File: src/rtl/cache_pkg.sv
// Shared types and address-field width helpers for the direct-mapped,
// write-through cache level.
package cache_pkg;

   typedef enum logic [2:0] {
      IDLE,
      LOOKUP,
      FILL_REQ,
      FILL_REL,
      WR_REQ,
      WR_REL,
      DONE
   } state_e;

   function automatic int off_w(input int block_words);
      return $clog2(block_words);
   endfunction

   function automatic int idx_w(input int num_lines);
      return $clog2(num_lines);
   endfunction

   function automatic int tag_w(input int addr_w, input int num_lines, input int block_words);
      return addr_w - idx_w(num_lines) - off_w(block_words);
   endfunction

   // Select/counter width that never collapses to zero bits.
   function automatic int sel_w(input int n);
      return (n > 1) ? $clog2(n) : 1;
   endfunction

endpackage

File: src/rtl/cache_level_if.sv
// Upstream request/complete port plus the downstream port of the same
// protocol, bundled so the cache sees one slave view and the environment one master view.
interface cache_level_if #(
   parameter int ADDR_W = 16,
   parameter int DATA_W = 32
);
   logic [ADDR_W-1:0] addr;
   logic              enable;
   logic              write;
   logic [DATA_W-1:0] dataIn;
   logic              requestComplete;
   logic [DATA_W-1:0] dataOut;

   logic [ADDR_W-1:0] memAddr;
   logic              memEnable;
   logic              memWrite;
   logic [DATA_W-1:0] memDataIn;
   logic              memComplete;
   logic [DATA_W-1:0] memDataOut;

   modport slave (
      input  addr, enable, write, dataIn, memComplete, memDataOut,
      output requestComplete, dataOut, memAddr, memEnable, memWrite, memDataIn
   );

   modport master (
      output addr, enable, write, dataIn, memComplete, memDataOut,
      input  requestComplete, dataOut, memAddr, memEnable, memWrite, memDataIn
   );
endinterface

File: src/rtl/cache_line_store.sv
// Valid bits, tag array and data array of the cache: one combinational lookup
// port, one word write port and a strobe that validates a line with its tag.
module cache_line_store #(
   parameter int DATA_W      = 32,
   parameter int NUM_LINES   = 16,
   parameter int BLOCK_WORDS = 4,
   parameter int TAG_W       = 10,
   parameter int IDX_W       = 4,
   parameter int WSEL_W      = 2
) (
   input  logic              clock,
   input  logic              reset,
   input  logic [IDX_W-1:0]  rd_idx_i,
   input  logic [WSEL_W-1:0] rd_off_i,
   output logic              rd_valid_o,
   output logic [TAG_W-1:0]  rd_tag_o,
   output logic [DATA_W-1:0] rd_data_o,
   input  logic              wr_en_i,
   input  logic [IDX_W-1:0]  wr_idx_i,
   input  logic [WSEL_W-1:0] wr_off_i,
   input  logic [DATA_W-1:0] wr_data_i,
   input  logic              val_en_i,
   input  logic [IDX_W-1:0]  val_idx_i,
   input  logic [TAG_W-1:0]  val_tag_i
);

   logic [NUM_LINES-1:0] valid_q;
   logic [TAG_W-1:0]     tag_q  [NUM_LINES];
   logic [DATA_W-1:0]    data_q [NUM_LINES][BLOCK_WORDS];

   always_ff @(posedge clock) begin
      if (!reset) begin
         valid_q <= '0;
      end else if (val_en_i) begin
         valid_q[val_idx_i] <= 1'b1;
      end
   end

   // Tags and data carry no reset; valid_q alone decides whether they mean anything.
   always_ff @(posedge clock) begin
      if (val_en_i) begin
         tag_q[val_idx_i] <= val_tag_i;
      end
   end

   always_ff @(posedge clock) begin
      if (wr_en_i) begin
         data_q[wr_idx_i][wr_off_i] <= wr_data_i;
      end
   end

   assign rd_valid_o = valid_q[rd_idx_i];
   assign rd_tag_o   = tag_q[rd_idx_i];
   assign rd_data_o  = data_q[rd_idx_i][rd_off_i];

endmodule

File: src/rtl/cache_level.sv
// One direct-mapped, write-through, no-write-allocate cache level: responder
// upstream, initiator of the same 4-phase handshake downstream.
module cache_level
   import cache_pkg::*;
#(
   parameter int ADDR_W      = 16,
   parameter int DATA_W      = 32,
   parameter int NUM_LINES   = 16,
   parameter int BLOCK_WORDS = 4,
   parameter int HIT_DELAY   = 1
) (
   input  logic         clock,
   input  logic         reset,
   cache_level_if.slave bus
);

   localparam int OFF_W  = off_w(BLOCK_WORDS);
   localparam int IDX_W  = idx_w(NUM_LINES);
   localparam int TAG_W  = tag_w(ADDR_W, NUM_LINES, BLOCK_WORDS);
   localparam int WSEL_W = sel_w(BLOCK_WORDS);
   localparam int DLY_W  = sel_w(HIT_DELAY);

   localparam logic [WSEL_W-1:0] LAST_WORD = WSEL_W'(BLOCK_WORDS - 1);
   localparam logic [DLY_W-1:0]  DLY_LOAD  = DLY_W'(HIT_DELAY - 1);
   localparam logic [ADDR_W-1:0] OFF_MASK  = ADDR_W'(BLOCK_WORDS - 1);

   state_e            state_q, state_d;
   logic [DLY_W-1:0]  cnt_q, cnt_d;
   logic [WSEL_W-1:0] wcnt_q, wcnt_d;
   logic              hit_q, hit_d;
   logic [ADDR_W-1:0] addr_q, addr_d;
   logic              write_q, write_d;
   logic [DATA_W-1:0] wdata_q, wdata_d;
   logic              req_cpl_q, req_cpl_d;
   logic [DATA_W-1:0] data_out_q, data_out_d;
   logic [ADDR_W-1:0] mem_addr_q, mem_addr_d;
   logic              mem_en_q, mem_en_d;
   logic              mem_wr_q, mem_wr_d;
   logic [DATA_W-1:0] mem_wdata_q, mem_wdata_d;

   logic [WSEL_W-1:0] off;
   logic [IDX_W-1:0]  idx;
   logic [TAG_W-1:0]  tag;
   logic [ADDR_W-1:0] line_base;
   logic [WSEL_W-1:0] wcnt_nx;

   logic              rd_valid;
   logic [TAG_W-1:0]  rd_tag;
   logic [DATA_W-1:0] rd_data;
   logic              hit;
   logic              st_wr_en;
   logic [WSEL_W-1:0] st_wr_off;
   logic [DATA_W-1:0] st_wr_data;
   logic              st_val_en;

   assign off       = WSEL_W'(addr_q & OFF_MASK);
   assign idx       = IDX_W'(addr_q >> OFF_W);
   assign tag       = TAG_W'(addr_q >> (OFF_W + IDX_W));
   assign line_base = addr_q & ~OFF_MASK;
   assign wcnt_nx   = wcnt_q + WSEL_W'(1);
   assign hit       = rd_valid && (rd_tag == tag);

   cache_line_store #(
      .DATA_W     (DATA_W),
      .NUM_LINES  (NUM_LINES),
      .BLOCK_WORDS(BLOCK_WORDS),
      .TAG_W      (TAG_W),
      .IDX_W      (IDX_W),
      .WSEL_W     (WSEL_W)
   ) u_store (
      .clock     (clock),
      .reset     (reset),
      .rd_idx_i  (idx),
      .rd_off_i  (off),
      .rd_valid_o(rd_valid),
      .rd_tag_o  (rd_tag),
      .rd_data_o (rd_data),
      .wr_en_i   (st_wr_en),
      .wr_idx_i  (idx),
      .wr_off_i  (st_wr_off),
      .wr_data_i (st_wr_data),
      .val_en_i  (st_val_en),
      .val_idx_i (idx),
      .val_tag_i (tag)
   );

   always_comb begin
      state_d     = state_q;
      cnt_d       = cnt_q;
      wcnt_d      = wcnt_q;
      hit_d       = hit_q;
      addr_d      = addr_q;
      write_d     = write_q;
      wdata_d     = wdata_q;
      req_cpl_d   = req_cpl_q;
      data_out_d  = data_out_q;
      mem_addr_d  = mem_addr_q;
      mem_en_d    = mem_en_q;
      mem_wr_d    = mem_wr_q;
      mem_wdata_d = mem_wdata_q;
      st_wr_en    = 1'b0;
      st_wr_off   = off;
      st_wr_data  = wdata_q;
      st_val_en   = 1'b0;

      case (state_q)
         IDLE: begin
            if (bus.enable) begin
               addr_d  = bus.addr;
               write_d = bus.write;
               wdata_d = bus.dataIn;
               cnt_d   = DLY_LOAD;
               state_d = LOOKUP;
            end
         end
         LOOKUP: begin
            if (cnt_q != '0) begin
               cnt_d = cnt_q - DLY_W'(1);
            end else if (write_q) begin
               // Hit status is frozen here so the line is updated only once memory accepts the write.
               hit_d       = hit;
               mem_en_d    = 1'b1;
               mem_wr_d    = 1'b1;
               mem_addr_d  = addr_q;
               mem_wdata_d = wdata_q;
               state_d     = WR_REQ;
            end else if (hit) begin
               data_out_d = rd_data;
               req_cpl_d  = 1'b1;
               state_d    = DONE;
            end else begin
               wcnt_d     = '0;
               mem_en_d   = 1'b1;
               mem_wr_d   = 1'b0;
               mem_addr_d = line_base;
               state_d    = FILL_REQ;
            end
         end
         FILL_REQ: begin
            if (bus.memComplete) begin
               st_wr_en   = 1'b1;
               st_wr_off  = wcnt_q;
               st_wr_data = bus.memDataOut;
               mem_en_d   = 1'b0;
               state_d    = FILL_REL;
            end
         end
         FILL_REL: begin
            if (!bus.memComplete) begin
               if (wcnt_q == LAST_WORD) begin
                  st_val_en  = 1'b1;
                  data_out_d = rd_data;
                  req_cpl_d  = 1'b1;
                  state_d    = DONE;
               end else begin
                  wcnt_d     = wcnt_nx;
                  mem_en_d   = 1'b1;
                  mem_addr_d = line_base | ADDR_W'(wcnt_nx);
                  state_d    = FILL_REQ;
               end
            end
         end
         WR_REQ: begin
            if (bus.memComplete) begin
               st_wr_en = hit_q;
               mem_en_d = 1'b0;
               mem_wr_d = 1'b0;
               state_d  = WR_REL;
            end
         end
         WR_REL: begin
            if (!bus.memComplete) begin
               req_cpl_d = 1'b1;
               state_d   = DONE;
            end
         end
         DONE: begin
            if (!bus.enable) begin
               req_cpl_d = 1'b0;
               state_d   = IDLE;
            end
         end
         default: state_d = IDLE;
      endcase
   end

   always_ff @(posedge clock) begin
      if (!reset) begin
         state_q     <= IDLE;
         cnt_q       <= '0;
         wcnt_q      <= '0;
         hit_q       <= 1'b0;
         req_cpl_q   <= 1'b0;
         data_out_q  <= '0;
         mem_addr_q  <= '0;
         mem_en_q    <= 1'b0;
         mem_wr_q    <= 1'b0;
         mem_wdata_q <= '0;
      end else begin
         state_q     <= state_d;
         cnt_q       <= cnt_d;
         wcnt_q      <= wcnt_d;
         hit_q       <= hit_d;
         req_cpl_q   <= req_cpl_d;
         data_out_q  <= data_out_d;
         mem_addr_q  <= mem_addr_d;
         mem_en_q    <= mem_en_d;
         mem_wr_q    <= mem_wr_d;
         mem_wdata_q <= mem_wdata_d;
      end
   end

   // Request fields are only meaningful after acceptance, so they skip reset.
   always_ff @(posedge clock) begin
      addr_q  <= addr_d;
      write_q <= write_d;
      wdata_q <= wdata_d;
   end

   assign bus.requestComplete = req_cpl_q;
   assign bus.dataOut         = data_out_q;
   assign bus.memAddr         = mem_addr_q;
   assign bus.memEnable       = mem_en_q;
   assign bus.memWrite        = mem_wr_q;
   assign bus.memDataIn       = mem_wdata_q;

endmodule

File: src/flat_wrapper.sv
// flat-port wrapper written by rule: the top's interface ports become plain ports
module cache_level_flat import cache_pkg::*;
#(
   parameter int ADDR_W      = 16,
   parameter int DATA_W      = 32,
   parameter int NUM_LINES   = 16,
   parameter int BLOCK_WORDS = 4,
   parameter int HIT_DELAY   = 1
)
  (clock, reset, bus_addr, bus_enable, bus_write, bus_dataIn, bus_memComplete, bus_memDataOut, bus_requestComplete, bus_dataOut, bus_memAddr, bus_memEnable, bus_memWrite, bus_memDataIn);
  cache_level_if #(.ADDR_W(ADDR_W), .DATA_W(DATA_W)) bus_i ();
  input  logic clock;
  input  logic reset;
  input wire logic [$bits(bus_i.addr)-1:0] bus_addr;
  input wire logic [$bits(bus_i.enable)-1:0] bus_enable;
  input wire logic [$bits(bus_i.write)-1:0] bus_write;
  input wire logic [$bits(bus_i.dataIn)-1:0] bus_dataIn;
  input wire logic [$bits(bus_i.memComplete)-1:0] bus_memComplete;
  input wire logic [$bits(bus_i.memDataOut)-1:0] bus_memDataOut;
  output wire logic [$bits(bus_i.requestComplete)-1:0] bus_requestComplete;
  output wire logic [$bits(bus_i.dataOut)-1:0] bus_dataOut;
  output wire logic [$bits(bus_i.memAddr)-1:0] bus_memAddr;
  output wire logic [$bits(bus_i.memEnable)-1:0] bus_memEnable;
  output wire logic [$bits(bus_i.memWrite)-1:0] bus_memWrite;
  output wire logic [$bits(bus_i.memDataIn)-1:0] bus_memDataIn;
  assign bus_i.addr = bus_addr;
  assign bus_i.enable = bus_enable;
  assign bus_i.write = bus_write;
  assign bus_i.dataIn = bus_dataIn;
  assign bus_i.memComplete = bus_memComplete;
  assign bus_i.memDataOut = bus_memDataOut;
  assign bus_requestComplete = bus_i.requestComplete;
  assign bus_dataOut = bus_i.dataOut;
  assign bus_memAddr = bus_i.memAddr;
  assign bus_memEnable = bus_i.memEnable;
  assign bus_memWrite = bus_i.memWrite;
  assign bus_memDataIn = bus_i.memDataIn;
  cache_level #(.ADDR_W(ADDR_W), .DATA_W(DATA_W), .NUM_LINES(NUM_LINES), .BLOCK_WORDS(BLOCK_WORDS), .HIT_DELAY(HIT_DELAY)) u_core (.clock(clock), .reset(reset), .bus(bus_i));
endmodule
File: config.mk
export PLATFORM = sky130hd
export DESIGN_NAME = cache_level_flat
export DESIGN_NICKNAME = d
export VERILOG_FILES = /design/src/rtl/cache_pkg.sv /design/src/rtl/cache_level_if.sv /design/src/rtl/cache_line_store.sv /design/src/rtl/cache_level.sv /design/src/flat_wrapper.sv
export SDC_FILE = /design/constraint.sdc
export NUM_CORES = 2
export LEC_CHECK = 0
export BUFFER_PORTS_ARGS = -buffer_cell sky130_fd_sc_hd__buf_2
export CORE_MARGIN = 1.5
export CORE_UTILIZATION = 62
export CTS_CLUSTER_SIZE = 8
export DETAILED_ROUTE_END_ITERATION = 7
export MAX_ROUTING_LAYER = met4
export PLACE_DENSITY = 0.85
export SLEW_MARGIN = 20
export SYNTH_ARGS = -nofsm -noshare
export SYNTH_HDL_FRONTEND = slang
export SYNTH_SLANG_ARGS = --single-unit
export TNS_END_PERCENT = 5
File: constraint.sdc
create_clock -name clock -period 7.5 [get_ports clock]
set_clock_uncertainty 0.15 [all_clocks]
set_input_delay 1.5 -clock clock [delete_from_list [all_inputs] [get_ports clock]]
set_output_delay 1.5 -clock clock [all_outputs]
set_load 0.02 [all_outputs]
==> summary.md <==
| Metric | Value |
|---|---|
| CTS tree | yes |
| Fin Setup TNS | 0 ps |
| Layout cells sized above 1 | 33.3% |
| HPWL after detailed placement | 136 mm |
| Failing checks | design-rule violations |
| Net Sw Frac | about a quarter |
| Syn Nets | ~4000 |
| Number of flops mapped to enable cells by yosys | between 2000 and 2500 |
| Die W | between 300 and 400 um |
| Combinational share of power | a little over an eighth |
| Clk pwr share | roughly two fifths |
| Status | finished with violations |
| H-tree levels | 5 |
| Worst Path Max Fanout | 50 |
| Main synth FF type | edfxtp_1 |
| Post-Syn Area | between 90000 and 100000 sq um |
| Nets | 4463 |
| CTS Buf Count | between 300 and 400 |
| GR Overflow Total | 0 |
| Worst VDD drop | around 300 uV |
| Post-CTS Setup Bufs | 0 |
| Total net switching power | approximately 8.8 mW |
| Post-DR wirelength/cell | between 40 and 50 um |
| Arrival time worst endpoint | roughly 6200 ps |
| Least-Margin Pin Slew | roughly 1200 ps |
| Routability cong. | ~0.84 |
| Die Height | 386 um |
| CP Launch Type | register |
| Vias | 50300 |
| Die area | around 150000 sq um |
| Static leakage | about 33 nW |
| Synthesized flop and latch total | 2366 |
| Hold/Removal Path Class | reg2reg |
| Fin crit share | 73.4% |
| Fraction of power consumed by sequential logic | between 40 and 50% |
| Hold-fix buffers at CTS | 0 |
| Vias per inst | 7.79 |
| Clock transition at the registers of the reported paths | roughly 50 ps |
| Clk Tree Root Cell | clkbuf_16 |
| Critical Path End Type | register |
| Most frequent cells in the layout | edfxtp_1, mux4_2, clkbuf_16 |
| Residual DRC | 2 |
| Fmax | roughly 180 MHz |
| Worst relative slew slack | 17.8% |
| Ys Warns | 0 |
| Critical path required time | around 8200 ps |
| Internal | 25.2 mW |
| Final setup vio count | 0 |
| Std cell rows | 140 |
| Mapped Cells | ~4000 |
| Drt total wl | ~280 mm |
| Minimum clock period | approximately 5500 ps |
| Post-Syn Area per Cell | between 20 and 25 sq um |
| First-pass GRT wire length | about 380 mm |
| Final ANT Viol Nets | 0 |
| Register area share after synthesis | between 70% and 80% |
| Final Hold Fails | 0 |
| Tot GR Track Use | ~38% |
| MaxCap Viol Count | 0 |
| RSZ-0062 raised after global routing | no |
| Initial antenna violation count | 31 |
| Top Ports | 168 |
| Core ar. | 146000 sq um |
| Finished Core Util | ~70% |
| Power Density | ~330 nW/um^2 |
| Drt pass-1 iters | 8 |
| Largest net degree at the start of global routing | around 130 |
| DRT iter0 DRCs | between 10000 and 15000 |
| Post-CTS sizing | 0 |
| Number of global-route vias before repair | a little under 50000 |
| Yosys cell types | 58 |
| Worst skew pair latency | around 950 ps |
| Most common cell after layout, fill and taps aside | edfxtp_1 |
| Kind of critical path | reg2reg |
| IO buf count | ~170 |
| Syn-to-layout area delta | 15.2% |
| Fraction of registers with async set/reset | 0% |
| Slew Limit Fails | 0 |
| Clock sinks | 2366 |
| Clock buffer depth | 4 |
| Effective utilization at floorplan | 62.4% |
[per-layer routing]
layer	part of all wire, %	up-vias	GRT usage [%]
li1	-	17600	-
met1	31	25400	47.7
met2	48	5877	58.9
met3	14	1395	11.1
met4	6.7	0	18.4
met5	0	-	-
[state kept, by name (all words and copies together), names as in the netlist, named ones only]
name	flops
u_core.u_store.tag_q	160
u_core.bus.memEnable	1
u_core.write_q	1
u_core.bus.memDataIn	32
u_core.wdata_q	32
u_core.bus.memAddr	16
u_core.wcnt_q	2
u_core.u_store.data_q	2048
u_core.state_q	3
u_core.bus.memWrite	1
u_core.hit_q	1
u_core.addr_q	16
u_core.bus.requestComplete	1
u_core.bus.dataOut	32
u_core.u_store.valid_q	16
[power groups by stage]
| stage | clock network, mW | logic, mW | registers (mW) |
|---|---|---|---|
| global route | 14.6 | 4.73 | 15.2 |
| floorplan | 0 | 2.86 | 15.3 |
| CTS | 14.0 | 4.50 | 15.2 |
| finish | 14.1 | 4.67 | 15.2 |
| detailed placement | 0 | 4.28 | 15.5 |
| global placement | 0 | 4.10 | 15.5 |
[synth_stat cells (all sizes together) (2+ instances only)]
library cell / n / area share [%]
edfxtp: 2257 / 75
mux4: 698 / 17
nand2: 182 / 0.75
buf: 136 / 0.77
dfxtp: 109 / 2.4
nor2: 96 / 0.40
clkbuf: 95 / 0.39
mux2i: 63 / 0.69
mux2: 52 / 0.64
a21boi: 32 / 0.26
nand3: 24 / 0.13
nor3: 21 / 0.12
nand4: 20 / 0.14
o21a: 18 / 0.15
a31oi: 17 / 0.12
o311ai: 15 / 0.14
o211ai: 13 / 0.11
nor2b: 11 / 0.076
o21ai: 11 / 0.061
a21oi: 8 / 0.044
a22oi: 8 / 0.066
xnor2: 7 / 0.068
and2: 6 / 0.041
nand2b: 6 / 0.041
nor4: 6 / 0.041
inv: 5 / 0.021
and3: 3 / 0.021
xor2: 3 / 0.029
a211oi: 2 / 0.022
a311o: 2 / 0.022
nand3b: 2 / 0.017
nor3b: 2 / 0.017
o221ai: 2 / 0.019
o31a: 2 / 0.019
o32ai: 2 / 0.019
[per-stage QoR]
stage | setup slack [ps] | instance area, sq um | instances | hold WS, ps | total power [mW]
after global routing | 1940 | 105000 | 6455 | 335 | 34.5
after CTS | 2210 | 104000 | 6407 | 316 | 33.8
after floorplan | 1460 | 90800 | 3954 | 285 | 18.2
after detailed placement | 2530 | 94700 | 5923 | 302 | 19.8
final | 1990 | 105000 | 6457 | 317 | 34.0
after global placement | 2630 | 94400 | 5914 | 291 | 19.6
[area by class of cell]
| class | count | area (sq um) |
|---|---|---|
| Fill cell | 7321 | 41000 |
| Multi-Input combinational cell | 1351 | 20400 |
| Clock buffer | 474 | 9250 |
| Clock inverter | 10 | 98.8 |
| Inverter | 6 | 23.8 |
| Antenna cell | 27 | 67.6 |
| Tap cell | 1917 | 2400 |
| Sequential cell | 2366 | 70000 |
| Timing Repair Buffer | 306 | 2430 |
[final timing paths]
| path | to | slack (ps) | start | cells after the start |
|---|---|---|---|---|
| worst max-delay path | u_core.bus.dataOut[3] | 1990 | register | 9 |
| worst min-delay path | u_core.bus.memDataIn[10] | 320 | u_core.bus.memDataIn[10] | 2 |
| worst max register to register | u_core.bus.dataOut[3] | 1990 | register | 9 |
| worst min register to register | u_core.bus.memDataIn[10] | 320 | u_core.bus.memDataIn[10] | 2 |
[cells by family after synthesis]
family                     after synthesis  synth area share [%]
muxes                                  813                  18.6
buffers and inverters                  237                  1.19
DFF                                   2366                  77.0
AOI/OAI and AO/OA                      141                  1.16
adders and majority gates                1                0.0138
xor gates and xnor gates                10                0.0964
and+or+nand+nor                        386                  1.86
[critical path, stage by stage (launching register included)]
cell and delay [ps]:
dfxtp_4 1040, clkinv_2 890, mux4_2 740, mux2i_1 140, or4_1 640, nor3_1 260, nand4_1 370, o21a_2 340
buf_4 360, mux2i_1 380
Power figures use the tool's default switching activity.
